### config.mk
export PLATFORM = sky130hd
export DESIGN_NAME = z80_int_ctrl
export DESIGN_NICKNAME = d
export VERILOG_FILES = /design/src/rtl/z80_int_pkg.sv /design/src/rtl/z80_nmi_pulse.sv /design/src/rtl/z80_int_ctrl.sv
export SDC_FILE = /design/constraint.sdc
export NUM_CORES = 1
export LEC_CHECK = 0
export CAP_MARGIN = 20
export CORE_ASPECT_RATIO = 1.2
export CORE_MARGIN = 4
export CORE_UTILIZATION = 51
export CTS_BUF_LIST = sky130_fd_sc_hd__clkbuf_4 sky130_fd_sc_hd__clkbuf_8
export CTS_CLUSTER_SIZE = 24
export DETAILED_ROUTE_END_ITERATION = 6
export PLACE_DENSITY_LB_ADDON = 0.3
export SLEW_MARGIN = 30
export SYNTH_ARGS = -nofsm -noshare
export SYNTH_HDL_FRONTEND = slang
export SYNTH_HIERARCHICAL = 1
export SYNTH_SLANG_ARGS = --single-unit
### constraint.sdc
create_clock -name CPUCLK -period 1.67 [get_ports CPUCLK]
set_clock_uncertainty 0.1 [all_clocks]
set_input_delay 0.2505 -clock CPUCLK [delete_from_list [all_inputs] [get_ports CPUCLK]]
set_output_delay 0.2505 -clock CPUCLK [all_outputs]
set_load 0.05 [all_outputs]
### src/rtl/z80_int_pkg.sv
// Shared types, config register map and vector helpers for the Z80 interrupt controller.
package z80_int_pkg;

    // Maskable-interrupt handshake states
    typedef enum logic [1:0] {
        ST_IDLE   = 2'd0,
        ST_ASSERT = 2'd1,
        ST_ACK    = 2'd2,
        ST_HOLD   = 2'd3
    } int_state_e;

    // Config register select values
    localparam logic [1:0] CFG_MASK   = 2'd0;
    localparam logic [1:0] CFG_VBASE  = 2'd1;
    localparam logic [1:0] CFG_ENABLE = 2'd2;
    localparam logic [1:0] CFG_NONE   = 2'd3;

    // IM2 vector byte: table base nibble, source index, always-even LSB
    function automatic logic [7:0] make_vector(input logic [3:0] vbase_hi,
                                               input logic [2:0] src);
        return {vbase_hi, src, 1'b0};
    endfunction

    // Index of the lowest set bit (bit 0 has highest priority); 0 when empty
    function automatic logic [2:0] lowest_index(input logic [7:0] vec);
        logic [2:0] idx;
        idx = 3'd0;
        for (int i = 7; i >= 0; i--) begin
            if (vec[i]) begin
                idx = 3'(i);
            end
        end
        return idx;
    endfunction

endpackage

### src/rtl/z80_nmi_pulse.sv
// NMI request edge detector and fixed-width low pulse generator.
module z80_nmi_pulse
    import z80_int_pkg::*;
#(
    parameter int unsigned NMI_PULSE = 4
) (
    input  logic clk,
    input  logic rst,
    input  logic nmi_req,
    output logic nnmi
);

    localparam logic [3:0] PULSE_LOAD = 4'(NMI_PULSE);

    logic       nmi_req_q,  nmi_req_d;
    logic       nmi_prev_q, nmi_prev_d;
    logic [3:0] cnt_q,      cnt_d;
    logic       nnmi_q,     nnmi_d;
    logic       edge_s;

    // Edge detect on the registered request; a running pulse ignores new edges
    always_comb begin
        nmi_req_d  = nmi_req;
        nmi_prev_d = nmi_req_q;
        edge_s     = nmi_req_q & ~nmi_prev_q;
        if (cnt_q != 4'd0) begin
            cnt_d = cnt_q - 4'd1;
        end else if (edge_s) begin
            cnt_d = PULSE_LOAD;
        end else begin
            cnt_d = 4'd0;
        end
        nnmi_d = (cnt_d == 4'd0);
    end

    // State and registered output, cleared by synchronous reset
    always_ff @(posedge clk) begin
        if (rst) begin
            nmi_req_q  <= 1'b0;
            nmi_prev_q <= 1'b0;
            cnt_q      <= 4'd0;
            nnmi_q     <= 1'b1;
        end else begin
            nmi_req_q  <= nmi_req_d;
            nmi_prev_q <= nmi_prev_d;
            cnt_q      <= cnt_d;
            nnmi_q     <= nnmi_d;
        end
    end

    assign nnmi = nnmi_q;

endmodule

### src/rtl/z80_int_ctrl.sv
// Z80 IM2 interrupt controller: 8 prioritised level sources plus an NMI pulser.
module z80_int_ctrl
    import z80_int_pkg::*;
#(
    parameter int unsigned NMI_PULSE = 4,
    parameter int unsigned HOLDOFF   = 2
) (
    input  logic       CPUCLK,
    input  logic       RESET,
    input  logic       nM1,
    input  logic       nIORQ,
    input  logic       nRD,
    input  logic [7:0] irq_req,
    input  logic       nmi_req,
    input  logic       cfg_we,
    input  logic [1:0] cfg_addr,
    input  logic [7:0] cfg_wdata,
    output logic       nINT,
    output logic       nNMI,
    output logic [7:0] d_out,
    output logic       d_oe,
    output logic [7:0] irq_ack
);

    localparam logic [2:0] HOLD_LOAD = 3'(HOLDOFF - 1);

    int_state_e state_q,    state_d;
    logic [7:0] mask_q,     mask_d;
    logic [3:0] vbase_q,    vbase_d;
    logic       enable_q,   enable_d;
    logic [2:0] winner_q,   winner_d;
    logic [2:0] hold_cnt_q, hold_cnt_d;
    logic       nint_q,     nint_d;
    logic       d_oe_q,     d_oe_d;
    logic [7:0] d_out_q,    d_out_d;
    logic [7:0] irq_ack_q,  irq_ack_d;
    logic [7:0] pending_s;
    logic       ack_s;

    // Config register writes; the unmapped address is silently dropped
    always_comb begin
        mask_d   = mask_q;
        vbase_d  = vbase_q;
        enable_d = enable_q;
        if (cfg_we) begin
            case (cfg_addr)
                CFG_MASK:   mask_d   = cfg_wdata;
                CFG_VBASE:  vbase_d  = cfg_wdata[7:4];
                CFG_ENABLE: enable_d = cfg_wdata[0];
                CFG_NONE:   mask_d   = mask_q;
                default:    mask_d   = mask_q;
            endcase
        end else begin
            mask_d = mask_q;
        end
    end

    assign pending_s = irq_req & mask_q & {8{enable_q}};
    assign ack_s     = ~nM1 & ~nIORQ;

    // Handshake FSM; ack wins over a simultaneous withdraw and keeps the last winner
    always_comb begin
        state_d    = state_q;
        winner_d   = winner_q;
        hold_cnt_d = hold_cnt_q;
        irq_ack_d  = 8'h00;
        case (state_q)
            ST_IDLE: begin
                if (pending_s != 8'h00) begin
                    winner_d = lowest_index(pending_s);
                    state_d  = ST_ASSERT;
                end else begin
                    state_d = ST_IDLE;
                end
            end
            ST_ASSERT: begin
                if (pending_s != 8'h00) begin
                    winner_d = lowest_index(pending_s);
                end else begin
                    winner_d = winner_q;
                end
                if (ack_s) begin
                    state_d = ST_ACK;
                end else if (pending_s == 8'h00) begin
                    state_d = ST_IDLE;
                end else begin
                    state_d = ST_ASSERT;
                end
            end
            ST_ACK: begin
                if (nIORQ) begin
                    irq_ack_d  = 8'h01 << winner_q;
                    hold_cnt_d = HOLD_LOAD;
                    state_d    = ST_HOLD;
                end else begin
                    state_d = ST_ACK;
                end
            end
            ST_HOLD: begin
                if (hold_cnt_q == 3'd0) begin
                    state_d = ST_IDLE;
                end else begin
                    hold_cnt_d = hold_cnt_q - 3'd1;
                end
            end
            default: begin
                state_d = ST_IDLE;
            end
        endcase
    end

    // Output decode from the next state; the vector is latched on ACK entry
    always_comb begin
        nint_d = (state_d != ST_ASSERT);
        d_oe_d = (state_d == ST_ACK);
        if (state_d == ST_ACK) begin
            if (state_q == ST_ACK) begin
                d_out_d = d_out_q;
            end else begin
                d_out_d = make_vector(vbase_q, winner_d);
            end
        end else begin
            d_out_d = 8'h00;
        end
    end

    // State, config and output registers with synchronous reset
    always_ff @(posedge CPUCLK) begin
        if (RESET) begin
            state_q    <= ST_IDLE;
            mask_q     <= 8'h00;
            vbase_q    <= 4'h0;
            enable_q   <= 1'b0;
            winner_q   <= 3'd0;
            hold_cnt_q <= 3'd0;
            nint_q     <= 1'b1;
            d_oe_q     <= 1'b0;
            d_out_q    <= 8'h00;
            irq_ack_q  <= 8'h00;
        end else begin
            state_q    <= state_d;
            mask_q     <= mask_d;
            vbase_q    <= vbase_d;
            enable_q   <= enable_d;
            winner_q   <= winner_d;
            hold_cnt_q <= hold_cnt_d;
            nint_q     <= nint_d;
            d_oe_q     <= d_oe_d;
            d_out_q    <= d_out_d;
            irq_ack_q  <= irq_ack_d;
        end
    end

    z80_nmi_pulse #(
        .NMI_PULSE (NMI_PULSE)
    ) u_nmi (
        .clk     (CPUCLK),
        .rst     (RESET),
        .nmi_req (nmi_req),
        .nnmi    (nNMI)
    );

    assign nINT    = nint_q;
    assign d_oe    = d_oe_q;
    assign d_out   = d_out_q;
    assign irq_ack = irq_ack_q;

    // The CPU must not be reading memory while the vector is on the bus
    a_nrd_high_in_ack : assert property (@(posedge CPUCLK) disable iff (RESET)
        (state_q == ST_ACK) |-> nRD);

endmodule

Word-level counts from Yosys, hierarchy flattened
Cells that the tools add are included.
{"block": "totals", "rom_bits": 0, "out_inout_bits": 19, "reg_bits": 45, "wordCells": 71, "ramBits": 0, "mem_count": 0, "input_bits": 25, "latch_bits": 0}
{"block": "op_classes", "reduce_logical": 15, "add_sub_neg": 2, "muxes": 21, "bitwise": 9, "n_shift": 1, "order_cmp": 0, "multipliers": 0, "div_mod_pow": 0, "n_eq_ne": 9}
{"operator": "2-to-1 mux 3 bit", "count": 13}
{"operator": "AND 8 bit", "count": 2}
{"operator": "== test 2 bit (second input constant)", "count": 4}
{"operator": "zero test 8 bit", "count": 1}
{"operator": "case mux 2 bit (4 select lines)", "count": 1}
{"operator": "nonzero test 8 bit", "count": 1}
{"operator": "left shift 1 x 3 -> 8 bit (first input constant)", "count": 1}
{"operator": "case mux 3 bit (2 select lines)", "count": 1}
{"operator": "AND reduction 2 bit", "count": 3}
{"operator": "NOT 1 bit", "count": 5}
{"operator": "== test 2 x 1 -> 1 bit (second input constant)", "count": 2}
{"operator": "zero test 2 bit", "count": 2}
{"operator": "zero test 4 bit", "count": 1}
{"operator": "2-to-1 mux 2 bit", "count": 2}
{"operator": "2-to-1 mux 4 bit", "count": 1}
{"operator": "!= test 2 bit (second input constant)", "count": 2}
{"operator": "nonzero test 4 bit", "count": 1}
{"operator": "OR reduction 2 bit", "count": 2}
{"operator": "subtractor 4 x 1 -> 4 bit (second input constant)", "count": 1}
{"operator": "zero test 3 bit", "count": 1}
{"operator": "2-to-1 mux 1 bit", "count": 3}
{"operator": "AND reduction 3 bit", "count": 1}
{"operator": "OR reduction 3 bit", "count": 1}
{"operator": "subtractor 3 x 1 -> 3 bit (second input constant)", "count": 1}
{"operator": "3 further kinds", "count": 4}

Depth between registers and ports, before layout
{"block": "depth", "ltp_word": 12, "mapped_depth": 6, "ltp_nobuf": 6}

By module
Netlist, hierarchy kept.
{"mod": "z80_int_ctrl", "n_inst": 1, "cells_each": 175, "area_each_um2": 1650.3, "seq_area_each_um2": 760.7}
{"mod": "z80_nmi_pulse", "n_inst": 1, "cells_each": 23, "area_each_um2": 236.5, "seq_area_each_um2": 140.1}

Worst setup path before layout
OpenSTA, ideal clock, no wires.
{"block": "synth_timing", "path_type": "flip-flop to flip-flop", "startpoint": "register mask_q[6]", "endpoint": "register winner_q[0]", "arrival_ns": 1.162, "stages_incl_launch_ff": 5, "path_buffers": 0, "period_less_slack_ns": 1.377, "path_slack_ns": 0.293, "setup_ns": 0.115, "t_required_ns": 1.455, "path_cell_list": "dfxtp_1 a22oi_1 a41oi_2 o2111a_1 o21ba_1"}
{"block": "synth_via", "elab_chain_cells": 11, "word_cells_on_any_way": 12, "cone_classes": "mux (9); bitwise (2); reduce/logical (1)"}
{"item": "start, declared", "line": "z80_int_ctrl.sv:28", "rtl": "logic [7:0] mask_q, mask_d;"}
{"item": "start signal, assigned", "line": "z80_int_ctrl.sv:142", "rtl": "mask_q <= mask_d;"}
{"item": "AND 8 bit (*) (2 in a row)", "line": "z80_int_ctrl.sv:58", "rtl": "assign pending_s = irq_req & mask_q & {8{enable_q}};"}
{"item": "2-to-1 mux 3 bit (7 in a row)", "line": "z80_int_pkg.sv:29", "rtl": "if (vec[i]) begin"}
{"item": "2-to-1 mux 3 bit (*)", "line": "z80_int_ctrl.sv:69", "rtl": "if (pending_s != 8'h00) begin"}
{"item": "2-to-1 mux 3 bit (*)"}
{"item": "end signal, assigned", "line": "z80_int_ctrl.sv:145", "rtl": "winner_q <= winner_d;"}
{"item": "end, declared", "line": "z80_int_ctrl.sv:31", "rtl": "logic [2:0] winner_q, winner_d;"}
Every way passes the cells marked *; elsewhere a longest branch is shown, timed or not.
A chain may end at the register's enable or synchronous reset.

Final worst setup path
{"block": "layout_timing", "startpoint": "input irq_req[0]", "endpoint": "register d_out_q[1], in the netlist d_out[1]"}
{"block": "layout_via", "elab_chain_cells": 9, "word_cells_on_any_way": 14, "cone_classes": "eq/ne (1); mux (7); bitwise (3); reduce/logical (3)"}
{"item": "start, declared", "line": "z80_int_ctrl.sv:13", "rtl": "input logic [7:0] irq_req,"}
{"item": "AND 8 bit (*) (2 in a row)", "line": "z80_int_ctrl.sv:58"}
{"item": "zero test 8 bit", "line": "z80_int_ctrl.sv:84", "rtl": "end else if (pending_s == 8'h00) begin"}
{"item": "2-to-1 mux 1 bit", "line": "z80_int_ctrl.sv:84"}
{"item": "2-to-1 mux 2 bit", "line": "z80_int_ctrl.sv:82", "rtl": "if (ack_s) begin"}
{"item": "case mux 2 bit (4 select lines)", "line": "z80_int_ctrl.sv:67", "rtl": "case (state_q)"}
{"item": "== test 2 bit", "line": "z80_int_ctrl.sv:116", "rtl": "if (state_d == ST_ACK) begin"}
{"item": "NOT 1 bit (no line)"}
{"item": "OR reduction 2 bit (no line)"}
{"item": "end signal, assigned", "line": "z80_int_ctrl.sv:149", "rtl": "d_out_q <= d_out_d;"}
{"item": "end, declared", "line": "z80_int_ctrl.sv:35", "rtl": "logic [7:0] d_out_q, d_out_d;"}
Marks and branches as above.

==> impl_results.html <==
<table>
<tr><th>Metric</th><th>Value</th></tr>
<tr><th colspan="2">Status</th></tr>
<tr><td>Status</td><td>complete, no violations</td></tr>
<tr><th colspan="2">Pwr</th></tr>
<tr><td>Static Leakage</td><td>~1 nW</td></tr>
<tr><td>Switching fraction of total power</td><td>20.5%</td></tr>
<tr><td>IR Drop Worst-Case VDD</td><td>0.597 mV</td></tr>
<tr><td>Seq pwr share</td><td>49.3%</td></tr>
<tr><td>Sum of internal, switching and leakage power</td><td>2.24 mW</td></tr>
<tr><td>Total power density per cell area</td><td>roughly 900 mW/mm²</td></tr>
<tr><td>Net switching power of the design</td><td>460 µW</td></tr>
<tr><td>Part of the power in combinational logic</td><td>~8%</td></tr>
<tr><td>Cell-internal power</td><td>1.78 mW</td></tr>
<tr><td>Clock network power share</td><td>42.7%</td></tr>
<tr><th colspan="2">Detailed routing</th></tr>
<tr><td>Drt total wl</td><td>3750 µm</td></tr>
<tr><td>Routed vias/inst</td><td>5.36</td></tr>
<tr><td>Total DRC errors in the routed layout</td><td>0</td></tr>
<tr><td>Overall via count from detail_route</td><td>1,559</td></tr>
<tr><td>DRC marker count from the first detailed-route iteration</td><td>64</td></tr>
<tr><td>Wire length per cell after detailed routing</td><td>between 10 and 15 µm</td></tr>
<tr><td>1st-pass router iterations</td><td>4</td></tr>
<tr><td>ANT nets after route</td><td>0</td></tr>
<tr><th colspan="2">Timing</th></tr>
<tr><td>Worst hold slack after final layout</td><td>0.353 ns</td></tr>
<tr><td>Final worst path period need</td><td>1.51 ns</td></tr>
<tr><td>Number of failing hold endpoints at the final stage</td><td>0</td></tr>
<tr><td>Final Slew Violations</td><td>0</td></tr>
<tr><td>Unrepaired setup endpoints after global routing</td><td>false</td></tr>
<tr><td>Portion of the clock cycle consumed by the worst path in the final layout</td><td>around 90%</td></tr>
<tr><td>Number of failing setup endpoints in the final timing report</td><td>0</td></tr>
<tr><td>Timing-limited maximum frequency</td><td>663 MHz</td></tr>
<tr><td>Total Neg Setup Slack</td><td>0 ns</td></tr>
<tr><th colspan="2">Logic synthesis</th></tr>
<tr><td>Mean instance size in the synthesized netlist</td><td>9.53 µm²</td></tr>
<tr><td>Number of library cell types mapped by synthesis</td><td>47</td></tr>
<tr><td>Number of cells produced by synthesis</td><td>198</td></tr>
<tr><td>Number of enable-type register cells in the synthesized netlist</td><td>0</td></tr>
<tr><td>Nets in the synthesized netlist</td><td>225</td></tr>
<tr><td>Top-count cell post-synth</td><td>dfxtp_1</td></tr>
<tr><td>Cell types occupying the most area after synthesis</td><td>dfxtp_1, mux2i_1, nor2_1, nand2_1, a21oi_1</td></tr>
<tr><td>Most used flip-flop cell after synthesis</td><td>dfxtp_1</td></tr>
<tr><td>Fraction of the yosys area taken by sequential cells</td><td>47.7%</td></tr>
<tr><td>Number of warnings reported in the yosys synthesis log</td><td>6</td></tr>
<tr><td>Top-area cell type share of the netlist area</td><td>between 40% and 50%</td></tr>
<tr><td>Synth area leader</td><td>dfxtp_1</td></tr>
<tr><td>Most frequent cells after synthesis</td><td>dfxtp_1, nor2_1, nand2_1</td></tr>
<tr><td>Register bit total from synthesis</td><td>45</td></tr>
<tr><td>Total standard cell area after synthesis</td><td>0.00189 mm²</td></tr>
<tr><td>Asr flop ratio synth</td><td>0%</td></tr>
<tr><th colspan="2">Clocking</th></tr>
<tr><td>Num CTS Buffers</td><td>5</td></tr>
<tr><td>Clock Sinks</td><td>45</td></tr>
<tr><td>CTS tree</td><td>built</td></tr>
<tr><td>Clock latency at the later pin of the worst-skew pair</td><td>0.30 ns</td></tr>
<tr><td>Maximum number of buffers from clock root to sink</td><td>2</td></tr>
<tr><td>Count of hold buffers inserted by post-cts repair</td><td>0</td></tr>
<tr><td>Number of resized instances in the post-cts repair step</td><td>0</td></tr>
<tr><td>Clock tree root driver cell</td><td>clkbuf_8</td></tr>
<tr><td>Setup repair bufs after CTS</td><td>0</td></tr>
<tr><td>Clock-pin transition on the worst setup and hold timing paths</td><td>~0.080 ns</td></tr>
<tr><td>Clock H-tree levels</td><td>2</td></tr>
<tr><th colspan="2">Critical path</th></tr>
<tr><td>Crit-path cells</td><td>clkdlybuf4s50_1 &gt; a22oi_1 &gt; a41oi_2 &gt; buf_4 &gt; o41ai_2 &gt; a21o_1</td></tr>
<tr><td>Setup slack of the worst register-to-register path</td><td>~0.2 ns</td></tr>
<tr><td>End of the critical path</td><td>d_out[1]</td></tr>
<tr><td>Critical path startpoint category</td><td>input port</td></tr>
<tr><td>Slowest Stage Delay on Critical Path</td><td>~0.42 ns</td></tr>
<tr><td>Largest fanout on the critical path</td><td>4</td></tr>
<tr><td>Startpoint of the worst-slack reg-to-reg timing path</td><td>state_q[1]</td></tr>
<tr><td>Start-to-end type of the worst setup path</td><td>input port to flop</td></tr>
<tr><td>Critical-path cell with the highest stage delay</td><td>clkdlybuf4s50_1</td></tr>
<tr><td>Number of cells traversed by the worst register-to-register path</td><td>5</td></tr>
<tr><td>Data required time of the critical path</td><td>around 1.8 ns</td></tr>
<tr><td>R2r endpoint</td><td>d_out[1]</td></tr>
<tr><td>Worst path arrival time</td><td>roughly 1.7 ns</td></tr>
<tr><td>First element of the critical path</td><td>irq_req[0]</td></tr>
<tr><td>Nature of the critical path endpoint</td><td>flop</td></tr>
<tr><th colspan="2">GRT</th></tr>
<tr><td>Largest net degree at the start of global routing</td><td>30</td></tr>
<tr><td>Number of global-route vias before repair</td><td>1,542</td></tr>
<tr><td>Global route total overflow</td><td>0</td></tr>
<tr><td>Initial antenna violation count</td><td>0</td></tr>
<tr><td>Global router's overall resource usage</td><td>17.2%</td></tr>
<tr><td>First-pass GRT wire length</td><td>6490 µm</td></tr>
<tr><th colspan="2">Die</th></tr>
<tr><td># IOs</td><td>44</td></tr>
<tr><td>Die span in x</td><td>63.5 µm</td></tr>
<tr><td>Number of cell rows</td><td>23</td></tr>
<tr><td>Total die area</td><td>0.00474 mm²</td></tr>
<tr><td>Height of the chip</td><td>74.6 µm</td></tr>
<tr><td>Starting Density</td><td>54.6%</td></tr>
<tr><td>Core Area</td><td>0.00345 mm²</td></tr>
<tr><th colspan="2">Job</th></tr>
<tr><td>Max Cap Viol</td><td>0</td></tr>
<tr><th colspan="2">Finish</th></tr>
<tr><td>Area growth from synthesis to layout</td><td>32.2%</td></tr>
<tr><td>Final Util</td><td>slightly above 70%</td></tr>
<tr><td>Finished Cell Area</td><td>0.00249 mm²</td></tr>
<tr><td># nets final</td><td>280</td></tr>
<tr><td>Ratio of cells with drive above 1 in the final layout</td><td>21.3%</td></tr>
<tr><td>Antenna fix cells</td><td>0</td></tr>
<tr><th colspan="2">Placed design</th></tr>
<tr><td>Half-perimeter wire length after placement</td><td>2770 µm</td></tr>
<tr><td>Routability congestion estimate from global placement</td><td>0.843</td></tr>
<tr><td>Total placed instance area</td><td>0.00236 mm²</td></tr>
<tr><td>Count of input and output buffers</td><td>41</td></tr>
<tr><th colspan="2">Hold path</th></tr>
<tr><td>Min-Delay Path Class</td><td>flop to flop</td></tr>
</table>
cell usage in the layout, fill, tap and decap left out, types with 3 or more instances in the layout:
master and n:
a21boi_0 3, a21oi_1 12, a22oi_1 3, buf_4 32
clkbuf_8 5, clkdlybuf4s50_1 23, dfxtp_1 45, inv_1 4
mux2i_1 14, nand2_1 20, nand2b_1 5, nand3_1 6
nor2_1 28, nor2b_1 4, nor3_1 5, nor3b_1 4
o21ai_0 4
logic make-up after synthesis:
family	Yosys count	synth area share, %
flip-flops	45	47.7
adder cells (fa/ha/maj)	2	1.33
AO/OA/AOI/OAI	43	17.1
buffers and inverters	11	3.12
other	1	0.199
multiplexers	14	7.43
AND/OR/NAND/NOR	82	23.1
per-stage QoR:
stage	cells	setup slack [ns]
2_1_floorplan	198	0.293
5_1_grt	291	0.0608
6_report	291	0.161
3_3_place_gp	283	-0.129
3_5_place_dp	283	-0.131
4_1_cts	291	0.173
routing by layer:
metal	vias to the layer above	part of all wire, %	track usage, %
li1	803	-	-
met1	702	45	19.7
met2	44	48	30.6
met3	10	4.6	4.18
met4	0	2.8	8.15
met5	-	0	0
critical path, delay by kind of cell:
| family | cells | cell delay [ns] |
|---|---|---|
| compound gates | 4 | 0.80 |
| buf+inv | 2 | 0.61 |
registers in the layout (all words and copies together), names as in the netlist:
name / flops
nINT: 1
state_q: 2
enable_q: 1
irq_ack: 8
winner_q: 3
hold_cnt_q: 3
u_nmi/nmi_prev_d: 1
u_nmi/cnt_q: 4
u_nmi/nmi_prev_q: 1
d_oe: 1
vbase_q: 4
mask_q: 8
u_nmi/nnmi: 1
d_out: 7
layout make-up:
class                           count  area (µm²)
Timing Repair Buffer               55         470
Tap cell                           37        46.3
Multi-Input combinational cell    142         927
Clock inverter                      3        65.1
Clock buffer                        5        68.8
Fill cell                         278         960
Inverter                            4        15.0
Sequential cell                    45         901
worst min-delay path by stage:
stage / startpoint / end / cells past startpoint
after CTS: d_out[5] / d_out[5] / 2
final: d_out[5] / d_out[5] / 2
after detailed placement: d_out[5] / d_out[5] / 2
after global routing: vbase_q[1] / d_out[5] / 2
after floorplan: RESET / u_nmi/cnt_q[2] / 1
after global placement: d_out[6] / d_out[6] / 2
power by group through the flow:
stage / registers (mW) / logic (mW) / clock network [mW]
2_1_floorplan: 1.13 / 0.0745 / 0
3_3_place_gp: 1.13 / 0.175 / 0
3_5_place_dp: 1.13 / 0.178 / 0
4_1_cts: 1.11 / 0.180 / 0.964
5_1_grt: 1.11 / 0.193 / 1.02
6_report: 1.11 / 0.179 / 0.959
(Power assumes the default switching activity.)
